==> src/rtl/uart_pkg.sv <==
// Shared UART definitions: receiver/transmitter FSM states and parity modes.
package uart_pkg;

    typedef enum logic [2:0] {
        StIdle,
        StStart,
        StData,
        StPar,
        StStop
    } uart_state_e;

    localparam int unsigned PARITY_NONE = 0;
    localparam int unsigned PARITY_EVEN = 1;
    localparam int unsigned PARITY_ODD  = 2;

    // Mismatch between the received parity bit and the parity implied by the data.
    function automatic logic parity_mismatch(input logic data_xor, input logic par_bit,
                                             input int unsigned mode);
        logic err;
        err = 1'b0;
        if (mode == PARITY_EVEN) begin
            err = data_xor ^ par_bit;
        end else if (mode == PARITY_ODD) begin
            err = ~(data_xor ^ par_bit);
        end
        return err;
    endfunction

endpackage

==> src/rtl/uart_bit_timer.sv <==
// Down-counting bit timer: loads a half- or full-bit period and flags expiry with tick.
module uart_bit_timer #(
    parameter int unsigned CLK_PER_BIT = 868,
    parameter int unsigned HALF_BIT    = 434,
    parameter int unsigned CNT_WIDTH   = 14
) (
    input  logic clk,
    input  logic reset,
    input  logic load,
    input  logic sel_half,
    output logic tick
);

    localparam logic [CNT_WIDTH-1:0] HALF_RELOAD = CNT_WIDTH'(HALF_BIT - 1);
    localparam logic [CNT_WIDTH-1:0] FULL_RELOAD = CNT_WIDTH'(CLK_PER_BIT - 1);

    logic [CNT_WIDTH-1:0] cnt_q, cnt_d;

    // Counter parks at zero instead of wrapping; the FSM reloads it at each sample.
    always_comb begin
        cnt_d = cnt_q;
        if (load) begin
            cnt_d = sel_half ? HALF_RELOAD : FULL_RELOAD;
        end else if (cnt_q != '0) begin
            cnt_d = cnt_q - 1'b1;
        end
    end

    always_ff @(posedge clk or posedge reset) begin
        if (reset) begin
            cnt_q <= '0;
        end else begin
            cnt_q <= cnt_d;
        end
    end

    assign tick = (cnt_q == '0);

endmodule

==> src/rtl/uart_rx_engine.sv <==
// UART receiver: synchronizer, framing FSM, one-word output buffer with error flags.
module uart_rx_engine
    import uart_pkg::*;
#(
    parameter int unsigned CLK_PER_BIT = 868,
    parameter int unsigned HALF_BIT    = 434,
    parameter int unsigned CNT_WIDTH   = 14,
    parameter int unsigned DATA_BITS   = 8,
    parameter int unsigned PARITY      = 0,
    parameter int unsigned STOP_BITS   = 1
) (
    input  logic                 clk,
    input  logic                 reset,
    input  logic                 uart_rx,
    output logic [DATA_BITS-1:0] rx_data,
    output logic                 rx_valid,
    input  logic                 rx_ready,
    output logic                 parity_err,
    output logic                 frame_err,
    output logic                 break_det,
    output logic                 overrun,
    output logic                 busy
);

    localparam logic [3:0] LAST_BIT  = 4'(DATA_BITS - 1);
    localparam logic       LAST_STOP = 1'(STOP_BITS - 1);

    logic       sync1_q, sync2_q, prev_q;
    logic [1:0] settle_q;
    logic       rx_s, fall;

    uart_state_e          state_q, state_d;
    logic [DATA_BITS-1:0] shift_q, shift_d;
    logic [3:0]           bit_cnt_q, bit_cnt_d;
    logic                 stop_cnt_q, stop_cnt_d;
    logic                 par_bit_q, par_bit_d;
    logic                 stop_err_q, stop_err_d;
    logic                 timer_load, timer_half, tick, frame_done;

    logic [DATA_BITS-1:0] rx_data_q, rx_data_d;
    logic                 rx_valid_q, rx_valid_d;
    logic                 par_err_q, par_err_d;
    logic                 frame_err_q, frame_err_d;
    logic                 break_q, break_d;
    logic                 overrun_q, overrun_d;
    logic                 par_err_new, break_new;

    // prev_q only reports a high line once the synchronizer has flushed its reset
    // value, so a line held low through reset never looks like a start edge.
    always_ff @(posedge clk or posedge reset) begin
        if (reset) begin
            sync1_q  <= 1'b1;
            sync2_q  <= 1'b1;
            settle_q <= 2'b00;
            prev_q   <= 1'b0;
        end else begin
            sync1_q  <= uart_rx;
            sync2_q  <= sync1_q;
            settle_q <= {settle_q[0], 1'b1};
            prev_q   <= sync2_q & settle_q[1];
        end
    end

    assign rx_s = sync2_q;
    assign fall = prev_q & ~rx_s;

    uart_bit_timer #(
        .CLK_PER_BIT (CLK_PER_BIT),
        .HALF_BIT    (HALF_BIT),
        .CNT_WIDTH   (CNT_WIDTH)
    ) u_bit_timer (
        .clk      (clk),
        .reset    (reset),
        .load     (timer_load),
        .sel_half (timer_half),
        .tick     (tick)
    );

    always_comb begin
        state_d    = state_q;
        shift_d    = shift_q;
        bit_cnt_d  = bit_cnt_q;
        stop_cnt_d = stop_cnt_q;
        par_bit_d  = par_bit_q;
        stop_err_d = stop_err_q;
        timer_load = 1'b0;
        timer_half = 1'b0;
        frame_done = 1'b0;
        unique case (state_q)
            StIdle: begin
                if (fall) begin
                    timer_load = 1'b1;
                    timer_half = 1'b1;
                    bit_cnt_d  = '0;
                    stop_cnt_d = 1'b0;
                    stop_err_d = 1'b0;
                    state_d    = StStart;
                end
            end
            StStart: begin
                if (tick) begin
                    if (!rx_s) begin
                        timer_load = 1'b1;
                        state_d    = StData;
                    end else begin
                        state_d = StIdle;
                    end
                end
            end
            StData: begin
                if (tick) begin
                    shift_d    = {rx_s, shift_q[DATA_BITS-1:1]};
                    timer_load = 1'b1;
                    bit_cnt_d  = bit_cnt_q + 4'd1;
                    if (bit_cnt_q == LAST_BIT) begin
                        state_d = (PARITY != PARITY_NONE) ? StPar : StStop;
                    end
                end
            end
            StPar: begin
                if (tick) begin
                    par_bit_d  = rx_s;
                    timer_load = 1'b1;
                    state_d    = StStop;
                end
            end
            StStop: begin
                if (tick) begin
                    stop_err_d = stop_err_q | ~rx_s;
                    // Leave on the last sample rather than waiting out the stop bit.
                    if (stop_cnt_q == LAST_STOP) begin
                        frame_done = 1'b1;
                        state_d    = StIdle;
                    end else begin
                        timer_load = 1'b1;
                        stop_cnt_d = stop_cnt_q + 1'b1;
                    end
                end
            end
            default: state_d = StIdle;
        endcase
    end

    always_ff @(posedge clk or posedge reset) begin
        if (reset) begin
            state_q    <= StIdle;
            shift_q    <= '0;
            bit_cnt_q  <= '0;
            stop_cnt_q <= 1'b0;
            par_bit_q  <= 1'b0;
            stop_err_q <= 1'b0;
        end else begin
            state_q    <= state_d;
            shift_q    <= shift_d;
            bit_cnt_q  <= bit_cnt_d;
            stop_cnt_q <= stop_cnt_d;
            par_bit_q  <= par_bit_d;
            stop_err_q <= stop_err_d;
        end
    end

    assign par_err_new = parity_mismatch(^shift_q, par_bit_q, PARITY);
    assign break_new   = (shift_q == '0) && ((PARITY == PARITY_NONE) || !par_bit_q) && stop_err_d;

    // A pending unaccepted word wins over a newly completed one.
    always_comb begin
        rx_data_d   = rx_data_q;
        rx_valid_d  = rx_valid_q;
        par_err_d   = par_err_q;
        frame_err_d = frame_err_q;
        break_d     = break_q;
        overrun_d   = 1'b0;
        if (frame_done) begin
            if (!rx_valid_q || rx_ready) begin
                rx_data_d   = shift_q;
                rx_valid_d  = 1'b1;
                par_err_d   = par_err_new;
                frame_err_d = stop_err_d;
                break_d     = break_new;
            end else begin
                overrun_d = 1'b1;
            end
        end else if (rx_valid_q && rx_ready) begin
            rx_valid_d = 1'b0;
        end
    end

    always_ff @(posedge clk or posedge reset) begin
        if (reset) begin
            rx_data_q   <= '0;
            rx_valid_q  <= 1'b0;
            par_err_q   <= 1'b0;
            frame_err_q <= 1'b0;
            break_q     <= 1'b0;
            overrun_q   <= 1'b0;
        end else begin
            rx_data_q   <= rx_data_d;
            rx_valid_q  <= rx_valid_d;
            par_err_q   <= par_err_d;
            frame_err_q <= frame_err_d;
            break_q     <= break_d;
            overrun_q   <= overrun_d;
        end
    end

    assign rx_data    = rx_data_q;
    assign rx_valid   = rx_valid_q;
    assign parity_err = par_err_q;
    assign frame_err  = frame_err_q;
    assign break_det  = break_q;
    assign overrun    = overrun_q;
    assign busy       = (state_q != StIdle);

endmodule

==> config.mk <==
export PLATFORM = sky130hd
export DESIGN_NAME = uart_rx_engine
export DESIGN_NICKNAME = d
export VERILOG_FILES = /design/src/rtl/uart_pkg.sv /design/src/rtl/uart_bit_timer.sv /design/src/rtl/uart_rx_engine.sv
export SDC_FILE = /design/constraint.sdc
export NUM_CORES = 1
export LEC_CHECK = 0
export CAP_MARGIN = 10
export CELL_PAD_IN_SITES_DETAIL_PLACEMENT = 1
export CELL_PAD_IN_SITES_GLOBAL_PLACEMENT = 1
export CORE_MARGIN = 1
export CORE_UTILIZATION = 53
export CTS_CLUSTER_SIZE = 12
export DETAILED_ROUTE_END_ITERATION = 16
export DONT_BUFFER_PORTS = 1
export PLACE_DENSITY_LB_ADDON = 0.3
export SYNTH_ARGS = -nofsm -noshare
export SYNTH_HDL_FRONTEND = slang
export SYNTH_HIERARCHICAL = 1
export SYNTH_SLANG_ARGS = --single-unit
==> constraint.sdc <==
create_clock -name clk -period 4.7 [get_ports clk]
set_input_delay 1.41 -clock clk [delete_from_list [all_inputs] [get_ports clk]]
set_output_delay 1.41 -clock clk [all_outputs]
set_load 0.01 [all_outputs]
==> results.tsv <==
stage	metric	value	unit
global_routing	first-pass GRT wire length	9000	um
final_layout	most common cell after layout, fill and taps aside	dfrtp_1	
route	post-route ant nets	0	
critical_path	Worst Reg2Reg Path Length in Cells	7	
final_layout	nets@finish	220	
route	DR DRC count	0	
logic_synthesis	Post-Syn Area	0.00230	mm^2
sta	RSZ-0062 raised after global routing	no	
die	Chip Width	67.8	um
route	Starting DRT DRC Count	71	
global_routing	total routing usage reported by global routing	0.276	
critical_path	Setup crit end kind	flip-flop	
sta	Finish-stage setup viols	0	
clock_network	Num CTS Buffers	5	
critical_path	Arr. time, crit path	3.04	ns
critical_path	crit path capture	bit_cnt_q[3]	
clock_network	number of hold buffers added after CTS	0	
global_routing	remaining global-route overflow	0	
power	Max VDD drop	0.000228	V
die	Die Y	67.8	um
clock_network	H-tree levels	2	
critical_path	R2R Path Start	u_bit_timer/cnt_q[7]	
final_layout	n_diodes	0	
route	drt pass-1 iters	4	
critical_path	Worst setup SP type	flip-flop	
outcome	status	complete, no violations	
route	Via Count	1634	
sta	max-slew violations	0	
route	DR vias/cell	6.17	
clock_network	Reg clk slew, reported paths	0.09	ns
critical_path	worst path bufs/invs	1	
critical_path	flop2flop setup slack	1.89	ns
logic_synthesis	fraction of registers with async set/reset	1.00	
global_routing	initial antenna violation count	0	
global_routing	vias in the first global route	1720	
sta	fmax	0.355	GHz
critical_path	reg2reg end	bit_cnt_q[3]	
critical_path	CP Launch Point	u_bit_timer/cnt_q[7]	
die	Starting Density	0.562	
logic_synthesis	sequential element share of the synthesized area	0.513	
logic_synthesis	YS warnings	6	
logic_synthesis	Distinct cells, synth	50	
critical_path	CP Max Fanout	14	
sta	total negative slack	0	ns
die	Core Area	0.00409	mm^2
die	die area	0.00460	mm^2
global_routing	pin count of the biggest net entering global routing	18	
logic_synthesis	average cell area after synthesis	10.8	um^2
clock_network	Resized cells post-CTS	0	
clock_network	# clock sinks	47	
place	IO Port Bufs	0	
logic_synthesis	flip-flop and latch count after synthesis	47	
power	LEAKAGE	0.00115	uW
critical_path	Top Family by Delay on Critical Path	simple AND/OR/NAND/NOR gates	
critical_path	worst path cell trace	nor3_1, nand2_1, nor4_1, buf_4, nand4bb_1, or3_1, a21oi_1	
sta	Final Cycle Share	0.599	
die	row count	23	
critical_path	Critical Path RT	4.93	ns
sta	Worst-Margin Slew	0.653	ns
critical_path	Max stage delay cell, worst path	or3_1	
route	DR WL/cell	20.7	um
place	Post-DP HPWL	3920	um
clock_network	worst skew pair latency	0.31	ns
power	Pwr per Cell Area	407	mW/mm^2
clock_network	total setup buffers inserted after CTS	0	
clock_network	CTS Buffer Depth	2	
place	Final GP Congestion	0.822	
route	final wirelength	5500	um
logic_synthesis	Syn Nets	219	
clock_network	clk root buf	clkbuf_8	
clock_network	CTS tree	yes	
logic_synthesis	EDFF count, synth	0	
sta	clk_skew	0.00461	ns
final_layout	area grow syn2layout	5.40	%
critical_path	slowest stage delay, CP	0.54	ns
final_layout	most frequent cells in the layout	dfrtp_1 (45), nand2_1 (34), nor2_1 (10), a21oi_1 (10)	
die	IO Pins	18	
sta	final hold violation count	0	
sta	slew margin rel.	0.564	
logic_synthesis	Primary FF master, synth	dfrtp_1	
final_layout	share of post-route cells with drive strength above 1	0.149	
sta	Final Critical Period	2.81	ns
hold_path	hold crit path type	flip-flop to flip-flop	
sta	hold_ws	0.359	ns
flow_run	max cap viols	0	
critical_path	Crit. path cell count	7	
logic_synthesis	Gate Count Post-Synth	213	
critical_path	critical path class	flip-flop to flip-flop	
per-layer routing:
metal  track usage  up-vias  part of all wire  wire length (um)
met5             0        -                 0                 0
met4        0.0755        0             0.010                57
met3        0.0633        6             0.031               168
met2         0.468       33              0.52              2850
met1         0.353      852              0.44              2420
li1              -      743                 -                 -
how the worst min path moves through the flow:
stage | depth (start not counted) | slack [ns] | end | from
final | 0 | 0.36 | settle_q[1] | settle_q[0]
after CTS | 0 | 0.36 | settle_q[1] | settle_q[0]
after detailed placement | 0 | 0.34 | settle_q[1] | settle_q[0]
after global routing | 0 | 0.37 | rx_s | sync1_q
after floorplan | 0 | 0.33 | settle_q[1] | settle_q[0]
after global placement | 0 | 0.34 | settle_q[1] | settle_q[0]
worst reg2reg max path, cell delays in order (launching register included):
cell and delay [ns]:
dfrtp_1 0.43, nor3_1 0.46, nand2_1 0.13, nor4_1 0.32, buf_4 0.22, nand4bb_1 0.47
or3_1 0.54, a21oi_1 0.17
sequential cells by signal (all words and copies together), names as in the netlist:
signal / count
rx_s: 1
rx_valid: 1
prev_q: 1
overrun: 1
break_det: 1
sync1_q: 1
bit_cnt_q: 4
u_bit_timer/cnt_q: 14
rx_data: 8
stop_err_q: 1
frame_err: 1
shift_q: 8
state_q: 3
settle_q: 2
synth_stat cells (4+ instances only):
cell / number / share of area
dfrtp_1: 45 / 0.49
o21ai_0: 5 / 0.011
nor2_1: 10 / 0.016
inv_1: 9 / 0.015
or3_1: 9 / 0.025
o21ai_1: 4 / 0.0087
nor2b_1: 4 / 0.011
mux2_4: 9 / 0.059
nand3_1: 6 / 0.013
a21oi_1: 10 / 0.022
and2_1: 4 / 0.011
nand2b_1: 5 / 0.014
nand2_1: 34 / 0.056
through the flow:
step	setup slack [ns]	cells	instance area (um^2)	util	total power, uW
final	1.89	265	2420	0.592	986
after global routing	1.60	265	2420	0.592	1040
after CTS	1.88	265	2420	0.592	993
after detailed placement	2.07	257	2310	0.565	694
after global placement	2.19	257	2310	0.565	662
after floorplan	1.79	213	2300	-	636
layout make-up:
type	instances	area, um^2
sequential	47	1180
clock buffer	5	68.8
timing repair buffer	4	30.0
fill	451	1670
inverter	9	33.8
tap	50	62.6
clock inverter	3	43.8
multi-input combinational	147	1000
cells by family after synthesis:
logic type	Yosys count	share of synthesized area
simple gates	97	0.251
other cells	2	0.00327
fa+ha+maj	2	0.0109
compound gates	32	0.0905
flops	47	0.513
xor+xnor	1	0.00382
buf+inv	19	0.0501
mux	13	0.0774
report_power, final:
part	internal, uW	switching (uW)	total (uW)	leakage, uW
Clock	158	142	300	0.0000581
Sequential	450	69.1	519	0.000611
Combinational	78.4	87.6	166	0.000481
Total	687	298	986	0.00115
(Power assumes the default switching activity.)
